--- config.mk ---
export PLATFORM = sky130hd
export DESIGN_NAME = pattern_serializer_tx
export DESIGN_NICKNAME = d
export VERILOG_FILES = /design/src/rtl/pattern_tx_pkg.sv /design/src/rtl/pattern_run_model.sv /design/src/rtl/pattern_serializer_tx.sv
export SDC_FILE = /design/constraint.sdc
export NUM_CORES = 1
export LEC_CHECK = 0
export CAP_MARGIN = 20
export CORE_MARGIN = 2
export CORE_UTILIZATION = 49
export CTS_BUF_LIST = sky130_fd_sc_hd__clkbuf_4 sky130_fd_sc_hd__clkbuf_8
export CTS_CLUSTER_DIAMETER = 50
export DETAILED_ROUTE_END_ITERATION = 8
export PLACE_DENSITY = 0.82
export RECOVER_POWER = 25
export SYNTH_ARGS = -nofsm -noshare
export SYNTH_HDL_FRONTEND = slang
export SYNTH_SLANG_ARGS = --single-unit
--- constraint.sdc ---
create_clock -name clk -period 2.2 [get_ports clk]
set_input_delay 0.22 -clock clk [delete_from_list [all_inputs] [get_ports clk]]
set_output_delay 0.22 -clock clk [all_outputs]
set_load 0.1 [all_outputs]
--- src/rtl/pattern_tx_pkg.sv ---
// +----------------------------------------------------------------------+
// | Module      : pattern_tx_pkg                                         |
// | Description : Shared constants, state encodings and helpers for the  |
// |               pattern serializer transmitter.                        |
// | Revision    : 1.0 - initial release                                  |
// +----------------------------------------------------------------------+
`default_nettype none

package pattern_tx_pkg;

  // Default build configuration of the transmitter
  localparam int DEFAULT_WIDTH = 8;
  localparam int DEFAULT_LEN_W = 4;
  localparam int DEFAULT_GAP   = 1;

  // Run length the downstream detector looks for
  localparam int RUN_LEN = 3;

  // Transmitter states
  localparam logic [1:0] ST_IDLE  = 2'b00;
  localparam logic [1:0] ST_SHIFT = 2'b01;
  localparam logic [1:0] ST_GAP   = 2'b10;

  // A requested length of 0, or one beyond the word width, means a full word
  function automatic int unsigned clamp_len(input int unsigned len,
                                            input int unsigned width);
    return ((len == 0) || (len > width)) ? width : len;
  endfunction

endpackage

`default_nettype wire

--- src/rtl/pattern_run_model.sv ---
// +----------------------------------------------------------------------+
// | Module      : pattern_run_model                                      |
// | Description : Tracks the transmitted bit stream and counts every     |
// |               cycle that completes a run of RUN_LEN ones             |
// |               (overlapping), saturating at 16'hFFFF.                 |
// | Revision    : 1.0 - initial release                                  |
// +----------------------------------------------------------------------+
`default_nettype none

module pattern_run_model
  import pattern_tx_pkg::*;
(
  input  logic        clk,
  input  logic        rst_n,
  input  logic        bit_valid_i,
  input  logic        bit_i,
  output logic [15:0] count_o
);

  // One flag per previous valid bit; all ones means the prior bits were all 1
  logic [RUN_LEN-2:0] r_hist;
  logic [15:0]        r_count;

  // History shifts in ones, clears on a valid zero; idle cycles leave it alone
  always_ff @(posedge clk or negedge rst_n) begin
    if (!rst_n) begin
      r_hist  <= '0;
      r_count <= '0;
    end else if (bit_valid_i) begin
      if (bit_i) begin
        r_hist <= {r_hist[RUN_LEN-3:0], 1'b1};
        if ((&r_hist) && (r_count != 16'hFFFF)) begin
          r_count <= r_count + 16'd1;
        end
      end else begin
        r_hist <= '0;
      end
    end
  end

  assign count_o = r_count;

endmodule

`default_nettype wire

--- src/rtl/pattern_serializer_tx.sv ---
// +----------------------------------------------------------------------+
// | Module      : pattern_serializer_tx                                  |
// | Description : Parallel-to-serial pattern transmitter. Accepts a word |
// |               over valid/ready and shifts data_i[len-1:0] out MSB    |
// |               first, followed by GAP zero bits.                      |
// |               Optional macro PATTERN_TX_EXPECT_EN builds a run-of-   |
// |               three ones counter on the outgoing stream.             |
// | Revision    : 1.0 - initial release                                  |
// +----------------------------------------------------------------------+
`default_nettype none

module pattern_serializer_tx
  import pattern_tx_pkg::*;
#(
  parameter int WIDTH = DEFAULT_WIDTH,
  parameter int LEN_W = DEFAULT_LEN_W,
  parameter int GAP   = DEFAULT_GAP
) (
  input  logic             clk,
  input  logic             rst_n,
  input  logic [WIDTH-1:0] data_i,
  input  logic [LEN_W-1:0] len_i,
  input  logic             valid_i,
  output logic             ready_o,
  output logic             bit_o,
  output logic             bit_valid_o,
  output logic             busy_o,
  output logic             done_o,
  output logic [15:0]      expect_cnt_o
);

  // Gap counter is at least one bit wide even when no gap is configured
  localparam int GAP_W = (GAP > 1) ? $clog2(GAP + 1) : 1;
  localparam logic [GAP_W-1:0] c_gap_last = (GAP > 0) ? GAP_W'(GAP - 1) : '0;
  localparam logic [LEN_W-1:0] c_width    = LEN_W'(WIDTH);

  logic [1:0]       r_state;
  logic [WIDTH-1:0] r_shift;
  logic [LEN_W-1:0] r_cnt;
  logic [GAP_W-1:0] r_gap_cnt;
  logic             r_bit;
  logic             r_valid;
  logic             r_done;

  logic [LEN_W-1:0] w_len_eff;
  logic [WIDTH-1:0] w_aligned;
  logic             w_last_bit;
  logic             w_last_gap;
  logic             w_ready;
  logic             w_accept;

  // Left-align the selected field so the next bit is always at the MSB;
  // bits above the field fall off the top of the word.
  assign w_len_eff  = LEN_W'(clamp_len(32'(len_i), 32'(WIDTH)));
  assign w_aligned  = data_i << (c_width - w_len_eff);

  assign w_last_bit = (r_state == ST_SHIFT) && (r_cnt == '0);
  assign w_last_gap = (r_state == ST_GAP) && (r_gap_cnt == '0);

  // Ready in the final cycle of a word lets the next word follow with no bubble
  assign w_ready  = rst_n && ((r_state == ST_IDLE) ||
                              (w_last_bit && (GAP == 0)) ||
                              (w_last_gap && (GAP > 0)));
  assign w_accept = valid_i && w_ready;

  // Main sequencer: load on accept, shift one bit per cycle, then pad the gap
  always_ff @(posedge clk or negedge rst_n) begin
    if (!rst_n) begin
      r_state   <= ST_IDLE;
      r_shift   <= '0;
      r_cnt     <= '0;
      r_gap_cnt <= '0;
      r_bit     <= 1'b0;
      r_valid   <= 1'b0;
      r_done    <= 1'b0;
    end else if (w_accept) begin
      r_state <= ST_SHIFT;
      r_bit   <= w_aligned[WIDTH-1];
      r_shift <= w_aligned << 1;
      r_cnt   <= w_len_eff - LEN_W'(1);
      r_done  <= (w_len_eff == LEN_W'(1));
      r_valid <= 1'b1;
    end else begin
      case (r_state)
        ST_SHIFT: begin
          if (r_cnt != '0) begin
            r_bit   <= r_shift[WIDTH-1];
            r_shift <= r_shift << 1;
            r_cnt   <= r_cnt - LEN_W'(1);
            r_done  <= (r_cnt == LEN_W'(1));
          end else if (GAP > 0) begin
            r_state   <= ST_GAP;
            r_bit     <= 1'b0;
            r_done    <= 1'b0;
            r_gap_cnt <= c_gap_last;
          end else begin
            r_state <= ST_IDLE;
            r_bit   <= 1'b0;
            r_valid <= 1'b0;
            r_done  <= 1'b0;
          end
        end
        ST_GAP: begin
          if (r_gap_cnt != '0) begin
            r_gap_cnt <= r_gap_cnt - GAP_W'(1);
          end else begin
            r_state <= ST_IDLE;
            r_valid <= 1'b0;
          end
        end
        default: begin
          r_state <= ST_IDLE;
          r_bit   <= 1'b0;
          r_valid <= 1'b0;
          r_done  <= 1'b0;
        end
      endcase
    end
  end

  assign ready_o     = w_ready;
  assign bit_o       = r_bit;
  assign bit_valid_o = r_valid;
  assign done_o      = r_done;
  assign busy_o      = (r_state != ST_IDLE);

`ifdef PATTERN_TX_EXPECT_EN
  pattern_run_model u_run_model (
    .clk         (clk),
    .rst_n       (rst_n),
    .bit_valid_i (r_valid),
    .bit_i       (r_bit),
    .count_o     (expect_cnt_o)
  );
`else
  assign expect_cnt_o = 16'h0000;
`endif

endmodule

`default_nettype wire

# Word level (Yosys, flattened, before mapping)
# Index checks and enable logic that the tools add are counted.
[op_classes]
addsub = 4
magnitude_cmp = 1
n_eq_ne = 9
shifts = 1
mux = 23
bitwise_logic = 2
reduce_logical = 16
[op_table]
columns = ["cell", "count"]
rows = [
  ["2-to-1 mux 8 bit", 3],
  ["2-to-1 mux 4 bit", 4],
  ["equality test 4 x 1 -> 1 bit, second input constant", 2],
  ["2-to-1 mux 1 bit", 8],
  ["case mux 1 bit (2 select lines)", 4],
  ["nonzero test 2 bit", 4],
  ["<< shifter 8 x 4 -> 8 bit", 1],
  ["subtractor 4 x 1 -> 4 bit, second input constant", 2],
  ["2-to-1 mux 2 bit", 3],
  ["inequality test 2 bit, second input constant", 3],
  ["inequality test 3 bit, second input constant", 2],
  ["AND reduction 2 bit", 3],
  ["> comparator 4 bit, second input constant", 1],
  ["logical NOT 4 bit", 1],
  ["case mux 2 bit (2 select lines)", 1],
  ["nonzero test 4 bit", 1],
  ["subtractor 4 bit, first input constant", 1],
  ["logical AND 1 bit", 3],
  ["AND reduction 3 bit", 1],
  ["equality test 2 x 1 -> 1 bit, second input constant", 1],
  ["equality test 2 bit, second input constant", 1],
  ["logical NOT 2 bit", 1],
  ["logical OR 1 bit", 2],
  ["inverter 1 bit", 2],
  ["subtractor 1 bit, second input constant", 1],
]
[word_totals]
ff_bits = 18
inputBits = 15
out_inout_bits = 21
wordCells = 63

# Logic depth before layout (Yosys ltp)
[logic_depth]
word_depth = 7
depth_mapped = 9
ltp_nobuf = 7

# Least setup slack after synthesis
# Ideal clock, no wire load.
[synth_timing]
kind = "register -> output"
from = "register r_state[0]"
to = "output port ready_o"
arrival_ns = 1.750
required_ns = 1.980
path_slack_ns = 0.230
path_stages_with_launch = 2
path_buffers = 0
cell_sequence = "dfrtp_1 > nor2b_1"
[synth_between]
elab_chain_len = 4
elab_cells_between_ends = 5
classes_between = "eq/ne (1); reduce/logical (4)"
[synth_lines]
columns = ["item", "line_no", "text"]
rows = [
  ["from (decl)", "pattern_serializer_tx.sv:37", "logic [1:0] r_state;"],
  ["from (signal assigned)", "pattern_serializer_tx.sv:69", "r_state <= ST_IDLE;"],
  ["from (signal assigned)", "pattern_serializer_tx.sv:77", "r_state <= ST_SHIFT;"],
  ["from (signal assigned)", "pattern_serializer_tx.sv:92", "r_state <= ST_GAP;"],
  ["equality test 2 bit", "pattern_serializer_tx.sv:58", "assign w_last_gap = (r_state == ST_GAP) && (r_gap_cnt == '0);"],
  ["logical AND 1 bit", "pattern_serializer_tx.sv:58", ""],
  ["logical OR 1 bit *", "pattern_serializer_tx.sv:62", "(w_last_bit && (GAP == 0)) ||"],
  ["logical AND 1 bit *", "pattern_serializer_tx.sv:61", "assign w_ready = rst_n && ((r_state == ST_IDLE) ||"],
  ["to (decl)", "pattern_serializer_tx.sv:24", "output logic ready_o,"],
]
# Every way passes the cells marked *; elsewhere a longest branch is shown, timed or not.

# Final worst setup path
[layout_timing]
from = "input port len_i[3]"
to = "register r_shift[6]"
[layout_between]
elab_chain_len = 6
elab_cells_between_ends = 7
classes_between = "add/sub (1); order compare (1); shift (1); mux (2); reduce/logical (2)"
[layout_lines]
columns = ["item", "line_no", "text"]
rows = [
  ["from (decl)", "pattern_serializer_tx.sv:22", "input logic [LEN_W-1:0] len_i,"],
  ["> comparator 4 bit or logical NOT 4 bit (tied branches)", "pattern_tx_pkg.sv:27", "return ((len == 0) || (len > width)) ? width : len;"],
  ["logical OR 1 bit", "pattern_tx_pkg.sv:27", ""],
  ["2-to-1 mux 4 bit *", "pattern_tx_pkg.sv:27", ""],
  ["subtractor 4 bit *", "pattern_serializer_tx.sv:55", "assign w_aligned = data_i << (c_width - w_len_eff);"],
  ["<< shifter 8 x 4 -> 8 bit *", "pattern_serializer_tx.sv:55", ""],
  ["2-to-1 mux 8 bit *", "pattern_serializer_tx.sv:76", "end else if (w_accept) begin"],
  ["to (signal assigned)", "pattern_serializer_tx.sv:79", "r_shift <= w_aligned << 1;"],
  ["to (signal assigned)", "pattern_serializer_tx.sv:88", "r_shift <= r_shift << 1;"],
  ["to (decl)", "pattern_serializer_tx.sv:38", "logic [WIDTH-1:0] r_shift;"],
]
# Marked as above.
# A chain may end at the register's enable or synchronous reset.

==> results.md <==
- Status: finished, final reports clean
- PortBufs: 19
- Crit. Startpoint: len_i[3]
- Top delay family on crit path: buffers and inverters
- Setup CP Type: in -> reg
- Die X: around 55 µm
- Max Root-Sink Buffers: 2
- Final wirelength: 2740 µm
- Slowest-stage cell, CP: clkdlybuf4s50_1
- Worst-skew pair later-pin latency: roughly 0.29 ns
- Maximum number of pins on one net before global-route repair: 10
- CP Data Required Time: 2.38 ns
- Post-CTS setup buffer count: 0
- Share of post-route cells with drive strength above 1: 0.195
- Worst path arrival time: 2.13 ns
- Initial antenna violation count: 0
- Kind of end point of the critical path: register
- Fin cells: 194
- Seq/Total Area, Yosys: 0.313
- PD cells: ~1200 nW/µm²
- DRT antenna net count: 0
- Ant. Diodes: 0
- Crit path buf inv count: 2
- GRT overflow: 0
- Cells after Synth: between 100 and 150
- Cts bufs inserted: 3
- Slowest Stage Delay on Critical Path: 0.55 ns
- CP startpoint kind: input port
- Period minus WS final: 1.95 ns
- RSZ-0062 raised after global routing: no
- Syn Area/Cell: about 9.6 µm²
- Hold-fix buffers, CTS: 0
- Maximum fanout along the worst path: 7
- Post-synth ARST share: 1.00
- Sink Count: 16
- Reg-to-Reg Start: r_cnt[1]
- Root Buffer Master: clkbuf_4
- Area grow syn2layout: 18.8%
- Yosys cell types: 48
- Vias in the first global route: 1055
- Ys flop type: dfrtp_1
- TritonCTS clock tree: yes
- Ys Warns: 0
- Synthesized area: 1280 µm²
- Final setup viols: 0
- Post-DR vias/cell: 5.49
- Pleak: around 0.72 nW
- Critical Path, Cell by Cell: clkdlybuf4s50_1 -> inv_1 -> nand2_1 -> ha_1 -> xor2_1 -> mux4_2 -> a211o_1
- Row cnt: 18
- IO Pins: 36
- Peak Freq: 0.512 GHz
- Worst hold path type: in -> async
- Number of nets in the layout: 185
- Hold Vio Cnt, Final: 0
- Period Utilization, post-route: 0.887
- Total GRT Usage: 0.199
- Count of pins over their slew limit: 0
- Maxcap violations: 0
- PostCTS Resize Cnt: 0
- Core ar.: 2480 µm²
- Total number of vias: 1066
- DR iter-0 viols: 17
- DP Wirelength: about 2300 µm
- Worst ir drop on vdd: 0.869 mV
- Number of synthesized flops with an enable pin: 0
- Die Span Y: 55.1 µm
- RePlAce Congestion: roughly 0.93
- Hold slack: 0.452 ns
- First-pass GRT wire length: 4290 µm
- Setup Skew: approximately 0.0021 ns
- H-Tree Depth: 1
- Die ar.: between 3000 and 4000 µm²
- Initial cell density of the core: 0.517
- Routed WL per cell: 14.1 µm
- Post-synthesis register bit count: 16
- DR DRC count: 0
- Clock transition at path regs: 0.09 ns
- Placed insts: 191
- DR pass1 iterations: 4
[cells in the mapped netlist (2+ instances only)]
cell type  count  share of area
buf_4         17           0.10
dfrtp_1       16           0.31
nand2_1       15          0.044
nand3_1        7          0.027
nor2_1         5          0.015
a21oi_1        4          0.016
a22oi_1        4          0.023
ha_1           4          0.039
inv_1          4          0.012
nor3_1         4          0.016
mux2_2         3          0.026
mux2i_1        3          0.023
nor2b_1        3          0.015
o21ai_0        3          0.012
a221oi_1       2          0.014
clkbuf_1       2         0.0059
mux4_1         2          0.041
mux4_2         2          0.035
nand2b_1       2         0.0098
o221ai_1       2          0.014
o31ai_1        2          0.012
xor2_1         2          0.014
[kinds of logic (layout without fill, tap and decap cells)]
kind of cell / count (synthesis) / in the layout / synth area share
flops: 16 / 16 / 0.313
mux: 10 / 10 / 0.126
compound gates: 26 / 26 / 0.147
xor+xnor: 3 / 3 / 0.0205
buf+inv: 28 / 43 / 0.157
fa+ha+maj: 4 / 4 / 0.0391
other cells: 1 / 16 / 0.00293
simple gates: 46 / 46 / 0.195
[report_power, final]
part / internal, mW / switching [mW] / leakage [nW]
clock network: 0.0637 / 0.0904 / 0.0138
logic: 0.362 / 0.735 / 0.499
registers: 0.419 / 0.0882 / 0.203
total: 0.845 / 0.914 / 0.716
[path summary, 6_finish.rpt]
check	slack [ns]	end	cells after the start
setup / recovery	0.25	r_shift[6]	7
hold reg to reg	0.50	bit_valid_o	2
min in group clk	0.50	bit_valid_o	2
setup reg to reg	0.26	r_cnt[1]	6
hold / removal	0.45	r_state[0]	2
max in group asynchronous	1.41	r_shift[7]	2
[flip-flops by register name (all words and copies together), names as in the netlist]
signal	flops
r_shift	7
r_cnt	4
r_state	2
bit_o	1
bit_valid_o	1
done_o	1
[layer usage]
metal	global-route usage	routed length, µm	up-vias
met5	0	0	-
met4	0.0854	23	0
met3	0.0323	127	6
li1	-	-	514
met1	0.235	1190	509
met2	0.355	1400	37
[cell usage in the layout (no fill, tap or decap), types with 2 or more instances in the layout]
cell type | synthesis | routed
clkbuf_4 | 0 | 3
nor3_1 | 4 | 4
a221oi_1 | 2 | 2
ha_1 | 4 | 4
nor2b_1 | 3 | 3
a22oi_1 | 4 | 4
xor2_1 | 2 | 2
mux4_1 | 2 | 2
inv_1 | 4 | 4
nand2b_1 | 2 | 2
a21oi_1 | 4 | 4
dfrtp_1 | 16 | 16
o21ai_0 | 3 | 3
clkbuf_1 | 2 | 2
conb_1 | 1 | 16
nand2_1 | 15 | 15
nor2_1 | 5 | 5
nand3_1 | 7 | 7
mux2_2 | 3 | 3
mux4_2 | 2 | 2
buf_4 | 17 | 17
mux2i_1 | 3 | 3
clkdlybuf4s50_1 | 0 | 13
o221ai_1 | 2 | 2
o31ai_1 | 2 | 2
[layout make-up]
| cell class | instances | area (µm²) |
|---|---|---|
| clock buffer | 3 | 22.5 |
| fill | 213 | 957 |
| inverter | 6 | 30.0 |
| multi-input combinational | 105 | 734 |
| sequential | 16 | 400 |
| tap | 30 | 37.5 |
| timing repair buffer | 34 | 295 |
[per-stage QoR]
step	setup TNS, ns	total power [mW]	utilization	area (µm²)	setup slack [ns]
3_5_place_dp	-0.136	1.61	0.608	1510	-0.0553
3_3_place_gp	-0.00255	1.59	0.608	1510	-0.00255
4_1_cts	0	1.76	0.617	1530	0.236
6_report	0	1.76	0.614	1520	0.248
2_1_floorplan	0	1.36	-	1340	0.230
5_1_grt	0	1.87	0.614	1520	0.117
Note: power is estimated with default switching activity, not from simulation.
